### config.mk
export PLATFORM = sky130hd
export DESIGN_NAME = ysyx_22040759_mem_arbiter
export DESIGN_NICKNAME = d
export VERILOG_FILES = /design/src/rtl/ysyx_22040759_mem_arbiter.sv
export SDC_FILE = /design/constraint.sdc
export NUM_CORES = 1
export LEC_CHECK = 0
export CORE_AREA = 8 8 200 202
export DETAILED_ROUTE_END_ITERATION = 8
export DIE_AREA = 0 0 208 210
export GPL_TIMING_DRIVEN = 0
export MAX_ROUTING_LAYER = met4
export PLACE_DENSITY = 0.6
export REMOVE_ABC_BUFFERS = 1
export SLEW_MARGIN = 20
export SYNTH_ARGS = -nofsm -noshare
export SYNTH_HDL_FRONTEND = slang
export SYNTH_SLANG_ARGS = --single-unit
### constraint.sdc
create_clock -name clock -period 27.3 [get_ports clock]
set_input_delay 4.095 -clock clock [delete_from_list [all_inputs] [get_ports clock]]
set_output_delay 4.095 -clock clock [all_outputs]
set_load 0.02 [all_outputs]
### src/rtl/ysyx_22040759_mem_arbiter.sv
// ysyx_22040759_mem_arbiter
// Two-requester (IF read-only, MEM read/write) arbiter in front of the
// single-port AXI bridge request interface. One request is outstanding at a
// time, round-robin decides between simultaneous requests, and the bridge
// response is routed back to whichever side won the grant.
//
// Optional feature: define MEM_ARB_TIMEOUT_EN to add a watchdog that aborts a
// grant after TIMEOUT_CYCLES cycles without out_done, returns zero data to
// the requester and raises the sticky timeout_err flag. Without the macro
// timeout_err is tied to 0 and a grant waits for out_done indefinitely.

module ysyx_22040759_mem_arbiter #(
    parameter int         ADDR_W         = 64,
    parameter int         DATA_W         = 64,
    parameter logic [1:0] IF_SIZE        = 2'b11,
    parameter int         TIMEOUT_CYCLES = 1024
) (
    input  logic              clock,
    input  logic              reset,

    input  logic              if_valid,
    input  logic [ADDR_W-1:0] if_addr,
    output logic              if_ready,
    output logic [DATA_W-1:0] if_rdata,

    input  logic              mem_valid,
    input  logic              mem_wen,
    input  logic [ADDR_W-1:0] mem_addr,
    input  logic [1:0]        mem_size,
    input  logic [DATA_W-1:0] mem_wdata,
    output logic              mem_ready,
    output logic [DATA_W-1:0] mem_rdata,

    output logic              out_valid,
    output logic              out_wen,
    output logic [ADDR_W-1:0] out_addr,
    output logic [1:0]        out_size,
    output logic [DATA_W-1:0] out_wdata,
    input  logic              out_done,
    input  logic [DATA_W-1:0] out_rdata,

    output logic              timeout_err
);

    typedef enum logic [1:0] {
        ST_IDLE    = 2'd0,
        ST_GNT_IF  = 2'd1,
        ST_GNT_MEM = 2'd2,
        ST_RESP    = 2'd3
    } state_t;

    state_t state;
    state_t next_state;

    // rr_ptr = 0 favours IF, 1 favours MEM when both request together.
    logic rr_ptr;
    logic rr_ptr_next;

    logic              grant_if;
    logic              grant_mem;
    logic              wdt_hit;

    logic              out_valid_next;
    logic              out_wen_next;
    logic [ADDR_W-1:0] out_addr_next;
    logic [1:0]        out_size_next;
    logic [DATA_W-1:0] out_wdata_next;
    logic              if_ready_next;
    logic [DATA_W-1:0] if_rdata_next;
    logic              mem_ready_next;
    logic [DATA_W-1:0] mem_rdata_next;

`ifdef MEM_ARB_TIMEOUT_EN
    localparam int CNT_W = $clog2(TIMEOUT_CYCLES + 1);

    logic [CNT_W-1:0] wdt_cnt;
    logic [CNT_W-1:0] wdt_cnt_next;
    logic             timeout_err_q;
    logic             timeout_err_next;

    assign wdt_hit     = (wdt_cnt == CNT_W'(TIMEOUT_CYCLES - 1));
    assign timeout_err = timeout_err_q;

    // Watchdog counter and sticky error flag; only reset clears the flag.
    always_ff @(posedge clock or posedge reset) begin
        if (reset) begin
            wdt_cnt       <= '0;
            timeout_err_q <= 1'b0;
        end else begin
            wdt_cnt       <= wdt_cnt_next;
            timeout_err_q <= timeout_err_next;
        end
    end
`else
    assign wdt_hit     = 1'b0;
    assign timeout_err = 1'b0;
`endif

    // Arbitration decision; only meaningful while in IDLE.
    always_comb begin
        grant_if  = 1'b0;
        grant_mem = 1'b0;
        if (state == ST_IDLE) begin
            if (if_valid && mem_valid) begin
                grant_if  = ~rr_ptr;
                grant_mem = rr_ptr;
            end else begin
                grant_if  = if_valid;
                grant_mem = mem_valid;
            end
        end
    end

    // Next-state and next-output logic; every output is registered below.
    always_comb begin
        next_state     = state;
        rr_ptr_next    = rr_ptr;
        out_valid_next = out_valid;
        out_wen_next   = out_wen;
        out_addr_next  = out_addr;
        out_size_next  = out_size;
        out_wdata_next = out_wdata;
        if_ready_next  = 1'b0;
        if_rdata_next  = if_rdata;
        mem_ready_next = 1'b0;
        mem_rdata_next = mem_rdata;
`ifdef MEM_ARB_TIMEOUT_EN
        wdt_cnt_next     = wdt_cnt;
        timeout_err_next = timeout_err_q;
`endif

        case (state)
            ST_IDLE: begin
                if (grant_if) begin
                    next_state     = ST_GNT_IF;
                    rr_ptr_next    = 1'b1;
                    out_valid_next = 1'b1;
                    out_wen_next   = 1'b0;
                    out_addr_next  = if_addr;
                    out_size_next  = IF_SIZE;
                    out_wdata_next = '0;
`ifdef MEM_ARB_TIMEOUT_EN
                    wdt_cnt_next   = '0;
`endif
                end else if (grant_mem) begin
                    next_state     = ST_GNT_MEM;
                    rr_ptr_next    = 1'b0;
                    out_valid_next = 1'b1;
                    out_wen_next   = mem_wen;
                    out_addr_next  = mem_addr;
                    out_size_next  = mem_size;
                    out_wdata_next = mem_wdata;
`ifdef MEM_ARB_TIMEOUT_EN
                    wdt_cnt_next   = '0;
`endif
                end
            end

            ST_GNT_IF: begin
                if (out_done) begin
                    next_state     = ST_RESP;
                    out_valid_next = 1'b0;
                    if_rdata_next  = out_rdata;
                    if_ready_next  = 1'b1;
                end else if (wdt_hit) begin
                    next_state     = ST_RESP;
                    out_valid_next = 1'b0;
                    if_rdata_next  = '0;
                    if_ready_next  = 1'b1;
`ifdef MEM_ARB_TIMEOUT_EN
                    timeout_err_next = 1'b1;
`endif
                end else begin
`ifdef MEM_ARB_TIMEOUT_EN
                    wdt_cnt_next = wdt_cnt + 1'b1;
`endif
                end
            end

            ST_GNT_MEM: begin
                if (out_done) begin
                    next_state     = ST_RESP;
                    out_valid_next = 1'b0;
                    mem_rdata_next = out_rdata;
                    mem_ready_next = 1'b1;
                end else if (wdt_hit) begin
                    next_state     = ST_RESP;
                    out_valid_next = 1'b0;
                    mem_rdata_next = '0;
                    mem_ready_next = 1'b1;
`ifdef MEM_ARB_TIMEOUT_EN
                    timeout_err_next = 1'b1;
`endif
                end else begin
`ifdef MEM_ARB_TIMEOUT_EN
                    wdt_cnt_next = wdt_cnt + 1'b1;
`endif
                end
            end

            // One dead cycle so a requester can drop valid after its ready
            // pulse without being granted a second time.
            ST_RESP: begin
                next_state = ST_IDLE;
            end

            default: begin
                next_state = ST_IDLE;
            end
        endcase
    end

    // State, round-robin pointer and registered outputs.
    always_ff @(posedge clock or posedge reset) begin
        if (reset) begin
            state     <= ST_IDLE;
            rr_ptr    <= 1'b0;
            out_valid <= 1'b0;
            out_wen   <= 1'b0;
            out_addr  <= '0;
            out_size  <= 2'b00;
            out_wdata <= '0;
            if_ready  <= 1'b0;
            if_rdata  <= '0;
            mem_ready <= 1'b0;
            mem_rdata <= '0;
        end else begin
            state     <= next_state;
            rr_ptr    <= rr_ptr_next;
            out_valid <= out_valid_next;
            out_wen   <= out_wen_next;
            out_addr  <= out_addr_next;
            out_size  <= out_size_next;
            out_wdata <= out_wdata_next;
            if_ready  <= if_ready_next;
            if_rdata  <= if_rdata_next;
            mem_ready <= mem_ready_next;
            mem_rdata <= mem_rdata_next;
        end
    end

endmodule
==> results_dict.tcl, run 1 <==
set metrics [dict create \
    postRouteWirelength_um 40700 \
    yosys-top-cells-area "sky130_fd_sc_hd__dfrtp_1, sky130_fd_sc_hd__mux2_2, sky130_fd_sc_hd__a22o_1" \
    worst_slew_pin_slew_ps 880 \
    via_count 8696 \
    min_period_over_period_pct 21.2 \
    tritoncts.num_buffers 30 \
    yosysTopAreaCellShare_pct 63.0 \
    routedWlPerCell_um 22.3 \
    tritoncts_num_sinks 265 \
    cts_setup_buffers 0 \
    finish.utilization_pct 47.4 \
    critPathLaunch "mem_valid" \
    synth.lib_cells_used.distinct 27 \
    io_pins 527 \
    instances_no_fill 1823 \
    worst_setup_hold_path_clk_slew_ps 60 \
    gp_routability_congestion 0.798 \
    netlist.top_cell.by_area "sky130_fd_sc_hd__dfrtp_1" \
    setup-violations-final 0 \
    die-width_um 208 \
    netlist_top_cells_count "sky130_fd_sc_hd__dfrtp_1, sky130_fd_sc_hd__mux2_2, sky130_fd_sc_hd__o21ai_0" \
    global_route_overflow 0 \
    layout_min_cycle_time_ps 5790 \
    post-place-ws_ps 20940 \
    count_of_pins_over_their_slew_limit 0 \
    async_reset_ff_share_pct 100 \
    synth_edf_count 0 \
    synthesis.area_sq_um 10500 \
    chipHeight_um 210 \
    ys_seq_area_share_pct 63.0 \
    vias_per_cell 4.77 \
    dp.cells 1762 \
    post-synth-top-count-cell "sky130_fd_sc_hd__dfrtp_1" \
    yosys_register_bits 265 \
    antenna_found_initial 5 \
    worstReg2RegEnd "out_wdata[49]" \
    finish.net_count 1588 \
    rsz0062_at_grt "no" \
    pwr_density_cell_nw_per_um2 130 \
    timing.fmax_mhz 173 \
    timing.hold.worst.start "out_addr[19]" \
    floorplan.initialDensity_pct 28.5 \
    place.detailed.hpwl_um 30100 \
    r2r_setup_slack_ps 24750 \
    r2r_start "state[0]" \
    post_synthesis_area_per_instance_sq_um 12.9 \
    critical_path_arrival_ps 6290 \
    floorplan.rows 71 \
    final_hold_violation_count 0 \
    critPathLaunchType "primary input" \
    drc_errors 0 \
    initialDrtViolationCount 365 \
    yosysWarnings 0 \
    cts_root_buf "sky130_fd_sc_hd__clkbuf_16" \
    tritoncts "built" \
    clock_latency_ps 560 \
    final_layout_size_suffix_gt1_share_pct 15.4 \
    first_pass_grt_wire_length_um 60900 \
    endpoint_kind "flop" \
    io_buffers 525 \
    grt_max_degree 95 \
    globalRouteTotalUtil_pct 18.4 \
    path_max_fanout 26 \
    status "finished clean" \
    crit_required_ps 27800 \
    slew-limit-headroom_pct 41.3 \
    predominant_post_synthesis_flop_cell "sky130_fd_sc_hd__dfrtp_1" \
    drt_pre_antenna_iters 6 \
    synth_cells 814 \
    max-clock-path-buffers 3 \
    layout-area-overhead-vs-synth_pct 66.5 \
    worst_setup_path_endpoint "out_wdata[47]" \
    finalClockSkew_ps 13.4 \
    placed_cell_area_sq_um 16500 \
    antenna_violating_nets_post_route 0 \
    max_cap_viol_count 0 \
    grt_pass1_vias 9484 \
    h-tree-depth 1 \
    rr_worst_depth 7 \
    peakVddDrop_mv 0.0658 \
    setup_ws_ps 21510 \
    layout.filler_cells 3308 \
    total_leakage_power_nw 7.33 \
    post_cts.resized_instances 0 \
    final_area_sq_um 17500 \
    worst-setup-path-type "primary input to flop" \
    min-delay-path-class "flop to flop" \
    sum_of_negative_setup_slack_ps 0 \
    placeableCoreArea_sq_um 37000 \
    ctsHoldBuffers 0 \
    die_area_sq_um 43700 \
]
## critical path: stages
cell and delay, ps:
sky130_fd_sc_hd__clkdlybuf4s50_1 590, sky130_fd_sc_hd__o21ai_4 480, sky130_fd_sc_hd__buf_16 210, sky130_fd_sc_hd__buf_16 180, sky130_fd_sc_hd__buf_16 180, sky130_fd_sc_hd__buf_16 180, sky130_fd_sc_hd__buf_16 170, sky130_fd_sc_hd__a22o_1 150
## logic make-up after synthesis
family	count (synthesis)	share of synthesized area (%)
compound gates	272	16.3
fa+ha+maj	4	0.475
buf+inv	73	3.84
flops	265	63.0
mux	128	13.7
other cells	1	0.0356
simple gates	71	2.66
## per-stage QoR
stage,hold WS (ps),power [W]
after global routing,506,0.00241
after detailed placement,470,0.00189
final,479,0.00229
after CTS,484,0.00231
after global placement,461,0.00185
after floorplan,521,0.00125
## layout by cell type (no fill, tap or decap), types with 2 or more instances in the layout
cell type                           n
sky130_fd_sc_hd__mux2_2           128
sky130_fd_sc_hd__o22a_1             3
sky130_fd_sc_hd__diode_2            5
sky130_fd_sc_hd__buf_16            16
sky130_fd_sc_hd__nand2_1           65
sky130_fd_sc_hd__nand2_4            2
sky130_fd_sc_hd__o21ai_1           22
sky130_fd_sc_hd__a21boi_0           2
sky130_fd_sc_hd__clkbuf_8           4
sky130_fd_sc_hd__clkdlybuf4s50_1  525
sky130_fd_sc_hd__o31ai_1            2
sky130_fd_sc_hd__clkinv_2           9
sky130_fd_sc_hd__o21ai_0           77
sky130_fd_sc_hd__and2_4             2
sky130_fd_sc_hd__a21oi_1           66
sky130_fd_sc_hd__ha_1               3
sky130_fd_sc_hd__dfrtp_1          265
sky130_fd_sc_hd__clkinvlp_4         3
sky130_fd_sc_hd__clkbuf_16         31
sky130_fd_sc_hd__bufinv_16          3
sky130_fd_sc_hd__inv_1              5
sky130_fd_sc_hd__clkbuf_1           5
sky130_fd_sc_hd__a22o_1            66
sky130_fd_sc_hd__a22oi_1           29
## per-layer routing
metal,up-vias,global-route usage [%],routed length [um]
li1,3964,-,-
met1,4263,20.9,16100
met2,422,30.1,19700
met3,47,7.04,4010
met4,0,5.09,803
met5,-,-,0
## report_power, final
group / internal [W] / switching [W]
logic: 0.000579 / 0.000597
registers: 0.000592 / 0.000105
clock network: 0.000246 / 0.000166
total: 0.00142 / 0.000869
## final cells by class
type	instances	area [sq um]	area share, %
Sequential cell	265	6630	37.8
Timing Repair Buffer	541	5700	32.5
Multi-Input combinational cell	476	3560	20.3
Clock buffer	40	850	4.85
Tap cell	474	593	3.38
Clock inverter	16	166	0.949
Inverter	6	30.0	0.171
Antenna cell	5	12.5	0.0714
## how the worst min path moves through the flow
| stage | cells after the start | to | slack [ps] |
|---|---|---|---|
| CTS | 2 | out_addr[19] | 480 |
| floorplan | 1 | rr_ptr | 520 |
| global placement | 2 | out_addr[13] | 460 |
| finish | 2 | out_addr[19] | 480 |
| detailed placement | 2 | out_addr[19] | 470 |
| global route | 2 | out_addr[19] | 510 |
## state kept, by name, summed over array words and instances, names as in the netlist
register and cells:
out_wdata 64, out_valid 1, out_wen 1, if_rdata 64, mem_rdata 64, rr_ptr 1
state 2, out_size 2, if_ready 1, out_addr 64, mem_ready 1
Note: power is estimated with default switching activity, not from simulation.
==> inputs of run 2 (changes only) <==
CORE_AREA = 8 8 199 201   (was 8 8 200 202)
DIE_AREA = 0 0 207 209   (was 0 0 208 210)
PLACE_DENSITY = 0.63   (was 0.6)
clock period = 5.3 ns   (was 27.3 ns; I/O delays follow)
==> results_dict.tcl, run 2 (synthesized netlist as in run 1, its figures left out) <==
set metrics [dict create \
    status "finished clean" \
    finish.net_count 1587 \
    clock_latency_ps 570 \
    endpoint_kind "flop" \
    routedWlPerCell_um 22.1 \
    final_hold_violation_count 0 \
    sum_of_negative_setup_slack_ps 0 \
    post-place-ws_ps 2330 \
    layout_commonest_cell "sky130_fd_sc_hd__clkdlybuf4s50_1" \
    floorplan.rows 70 \
    worst_slew_pin_slew_ps 857 \
    final_layout_size_suffix_gt1_share_pct 15.5 \
    p_total_w 0.0118 \
    drt_pre_antenna_iters 5 \
    floorplan.initialDensity_pct 29.0 \
    setup-violations-final 0 \
    rr_worst_depth 7 \
    ctsHoldBuffers 0 \
    io_pins 527 \
    peakVddDrop_mv 0.350 \
    layout-area-overhead-vs-synth_pct 66.6 \
    layout_min_cycle_time_ps 2490 \
    chipHeight_um 209 \
    io_buffers 525 \
    path_max_fanout 63 \
    die_area_sq_um 43300 \
    worst-setup-path-type "flop to flop" \
    postRouteWirelength_um 40100 \
    die-width_um 207 \
    timing.fmax_mhz 402 \
    min-delay-path-class "flop to flop" \
    placeableCoreArea_sq_um 36300 \
    rsz0062_at_grt "no" \
    count_of_pins_over_their_slew_limit 0 \
    gp_routability_congestion 0.762 \
    instances_no_fill 1814 \
    post_cts.resized_instances 0 \
    first_pass_grt_wire_length_um 60500 \
    globalRouteTotalUtil_pct 18.3 \
    via_count 8672 \
    h-tree-depth 1 \
    grt_max_degree 98 \
    hold_depth 2 \
    vias_per_cell 4.78 \
    layout.filler_cells 3231 \
    seq_area_sq_um 6630 \
    cts_root_buf "sky130_fd_sc_hd__clkbuf_16" \
    most-common-layout-cells "sky130_fd_sc_hd__clkdlybuf4s50_1, sky130_fd_sc_hd__dfrtp_1, sky130_fd_sc_hd__mux2_2" \
    drc_errors 0 \
    antenna_violating_nets_post_route 0 \
    critPathLaunchType "flop" \
    grt_pass1_vias 9400 \
    global_route_overflow 0 \
    tritoncts_num_sinks 265 \
    worst_setup_hold_path_clk_slew_ps 60 \
    critical_path_arrival_ps 2990 \
    crit_required_ps 5800 \
    dp.cells 1755 \
    total_leakage_power_nw 7.35 \
    place.detailed.hpwl_um 29700 \
    max-clock-path-buffers 3 \
    setup_ws_ps 2810 \
    tritoncts.num_buffers 30 \
    initialDrtViolationCount 399 \
    slew-limit-headroom_pct 42.9 \
    tritoncts "built" \
    finalClockSkew_ps 16.4 \
    cts_setup_buffers 0 \
    antenna_found_initial 2 \
    min_period_over_period_pct 47.0 \
    max_cap_viol_count 0 \
    multiInputGateArea_sq_um 3560 \
    pwr_density_cell_nw_per_um2 675 \
]
==> run 2: cell types whose count changed in the layout (fill, tap and decap cells not counted), moves of 2 or more <==
cell	before	now
sky130_fd_sc_hd__clkinv_2	9	12
sky130_fd_sc_hd__clkbuf_1	5	3
sky130_fd_sc_hd__clkinvlp_4	3	1
sky130_fd_sc_hd__bufinv_16	3	6
sky130_fd_sc_hd__diode_2	5	3
==> run 2: area by class of cell <==
type | instances | area share, %
Clock inverter | 20 | 1.50
Clock buffer | 36 | 4.58
Multi-Input combinational cell | 476 | 20.3
Tap cell | 468 | 3.34
Sequential cell | 265 | 37.8
Antenna cell | 3 | 0.0428
Inverter | 6 | 0.171
Timing Repair Buffer | 540 | 32.3
==> run 2: final timing paths <==
path,start,slack (ps),to
max,state[0],2810,out_wdata[46]
max in group asynchronous,reset,3660,out_addr[34]
min reg2reg,out_addr[26],480,out_addr[26]
max reg2reg,state[0],2810,out_wdata[46]
min,out_addr[26],480,out_addr[26]
min in group asynchronous,reset,710,if_rdata[25]
==> run 2: critical path, stage by stage, from the launching register on <==
cell,delay [ps]
sky130_fd_sc_hd__dfrtp_1,420
sky130_fd_sc_hd__inv_1,130
sky130_fd_sc_hd__ha_4,360
sky130_fd_sc_hd__buf_16,270
sky130_fd_sc_hd__and2_4,460
sky130_fd_sc_hd__and2_4,280
sky130_fd_sc_hd__buf_16,250
sky130_fd_sc_hd__a22o_1,190
==> run 2: metal layers <==
layer / vias to the layer above / GRT usage, % / routed length, um
met2: 389 / 30.1 / 19500
met5: - / - / 0
met1: 4263 / 21.0 / 16100
met4: 0 / 5.40 / 906
li1: 3961 / - / -
met3: 59 / 6.36 / 3550
==> run 2: power breakdown <==
group          internal (W)  leakage [nW]  switching, W
Combinational       0.00297          3.56       0.00306
Clock               0.00137         0.534      0.000862
Sequential          0.00305          3.25      0.000531
Total               0.00738          7.35       0.00445
==> run 2: metrics by stage <==
stage	hold WS (ps)	instance area [sq um]	utilization, %
after floorplan	521	10200	-
after global placement	461	16000	44.1
after detailed placement	470	16500	45.4
after CTS	484	17500	48.4
after global routing	507	17500	48.4
final	481	17500	48.4
==> inputs of run 3 (changes only) <==
clock period = 2.05 ns   (was 5.3 ns; I/O delays follow)
==> results_dict.tcl, run 3 (synthesized netlist as in run 1, its figures left out) <==
set metrics [dict create \
    tritoncts "built" \
    final_layout_size_suffix_gt1_share_pct 16.1 \
    die-width_um 207 \
    h-tree-depth 1 \
    total_switching_power_w 0.0116 \
    crit_required_ps 1740 \
    cts_root_buf "sky130_fd_sc_hd__clkbuf_16" \
    dp.cells 1755 \
    min_period_over_period_pct 95.4 \
    worst_slew_pin_slew_ps 573 \
    antenna_violating_nets_post_route 0 \
    layout_min_cycle_time_ps 1950 \
    timing.critical_path.max_delay_family "buffers and inverters" \
    layout-area-overhead-vs-synth_pct 67.7 \
    drt_pre_antenna_iters 5 \
    total_leakage_power_nw 7.41 \
    min-delay-path-class "primary input to async pin" \
    die_area_sq_um 43300 \
    via_count 8747 \
    worst_setup_hold_path_clk_slew_ps 60 \
    peakVddDrop_mv 0.906 \
    finalClockSkew_ps 15.9 \
    internal_portion_of_total_power_w 0.0192 \
    drc_errors 0 \
    cp_num_buf_inv 1 \
    place.detailed.hpwl_um 29700 \
    path_max_fanout 2 \
    placeableCoreArea_sq_um 36300 \
    io_buffers 525 \
    initialDrtViolationCount 378 \
    ctsHoldBuffers 0 \
    r2r_start "state[1]" \
    most-common-layout-cells "sky130_fd_sc_hd__clkdlybuf4s50_1, sky130_fd_sc_hd__dfrtp_1, sky130_fd_sc_hd__mux2_2" \
    cp_slowest_cell "sky130_fd_sc_hd__clkdlybuf4s50_1" \
    power.sequential.fraction_pct 30.0 \
    p_total_w 0.0309 \
    vias_per_cell 4.80 \
    routedWlPerCell_um 22.5 \
    tritoncts.num_buffers 30 \
    grt_max_degree 98 \
    status "finished clean" \
    critical_path_arrival_ps 1650 \
    max_cap_viol_count 0 \
    endpoint_kind "primary output" \
    io_pins 527 \
    setup-violations-final 0 \
    gp_routability_congestion 0.762 \
    globalRouteTotalUtil_pct 18.4 \
    clock_latency_ps 570 \
    floorplan.rows 70 \
    clock_power_share_pct 18.7 \
    antenna_found_initial 2 \
    max-clock-path-buffers 3 \
    global_route_overflow 0 \
    tritoncts_num_sinks 265 \
    postRouteWirelength_um 41000 \
    layout_commonest_cell "sky130_fd_sc_hd__clkdlybuf4s50_1" \
    floorplan.initialDensity_pct 29.0 \
    critPathLaunchType "flop" \
    switching_share_pct 37.7 \
    pwr_density_cell_nw_per_um2 1750 \
    finish.net_count 1596 \
    p_comb_share_pct 51.2 \
    crit_path_max_incr_delay_ps 710 \
    timing.fmax_mhz 512 \
    slew-limit-headroom_pct 61.8 \
    worst-setup-path-type "flop to primary output" \
    critPathLaunch "out_addr[41]" \
    chipHeight_um 209 \
    first_pass_grt_wire_length_um 60900 \
    grt_pass1_vias 9438 \
    crit_chain "clkdlybuf4s50_1" \
    instances_no_fill 1823 \
    final_hold_violation_count 0 \
    count_of_pins_over_their_slew_limit 0 \
]
## run 3: final cells by class
class                      instances  area, sq um
antenna                            3         7.51
clock buffer                      36          803
clock inverter                    20          264
fill                            3219        18600
inverter                           6         30.0
multi-input combinational        477         3570
sequential                       265         6630
tap                              468          586
timing repair buffer             548         5760
## run 3: path summary, 6_finish.rpt
kind	to	slack, ps	depth (start not counted)
worst max-delay path	out_addr[41]	100	1
worst min-delay path	if_rdata[25]	220	2
worst max register to register	out_wdata[25]	130	8
worst min register to register	out_addr[48]	480	2
max in group asynchronous	out_addr[34]	910	3
min in group clock	out_size[0]	330	2
## run 3: power by group through the flow
stage / Clock [W] / Combinational (W) / Sequential, W
final: 0.00578 / 0.0158 / 0.00927
after global routing: 0.00614 / 0.0167 / 0.00961
after global placement: 0 / 0.0146 / 0.00916
after floorplan: 0 / 0.00414 / 0.0123
after detailed placement: 0 / 0.0158 / 0.00932
after CTS: 0.00594 / 0.0159 / 0.00928
## run 3: timing repair
action	CTS	global route
cloned	1	2
resized for setup	0	2
setup endpoints to repair	98	66
endpoints found under the hold margin	0	0
setup buffers	6	0
pin swaps	1	0
## run 3: per-stage QoR
stage                     hold WS, ps  area (sq um)  utilization, %  setup TNS (ps)  worst slack (ps)
after floorplan                   434         10200               -        -1967960             -5550
after global placement            461         16000            44.1        -3930080             -9560
after detailed placement          470         16500            45.4          -44100              -474
after CTS                         230         17600            48.5               0              13.5
after global routing              270         17700            48.7           -10.8             -10.5
final                             222         17700            48.7               0              95.1
## run 3: layer usage
layer  global-route usage, %  share of wire (%)  routed length (um)
met5                       -                  0                   0
met4                    5.40                2.1                 869
met3                    6.36                8.8                3600
met2                    30.3                 48               19800
met1                    21.2                 41               16700
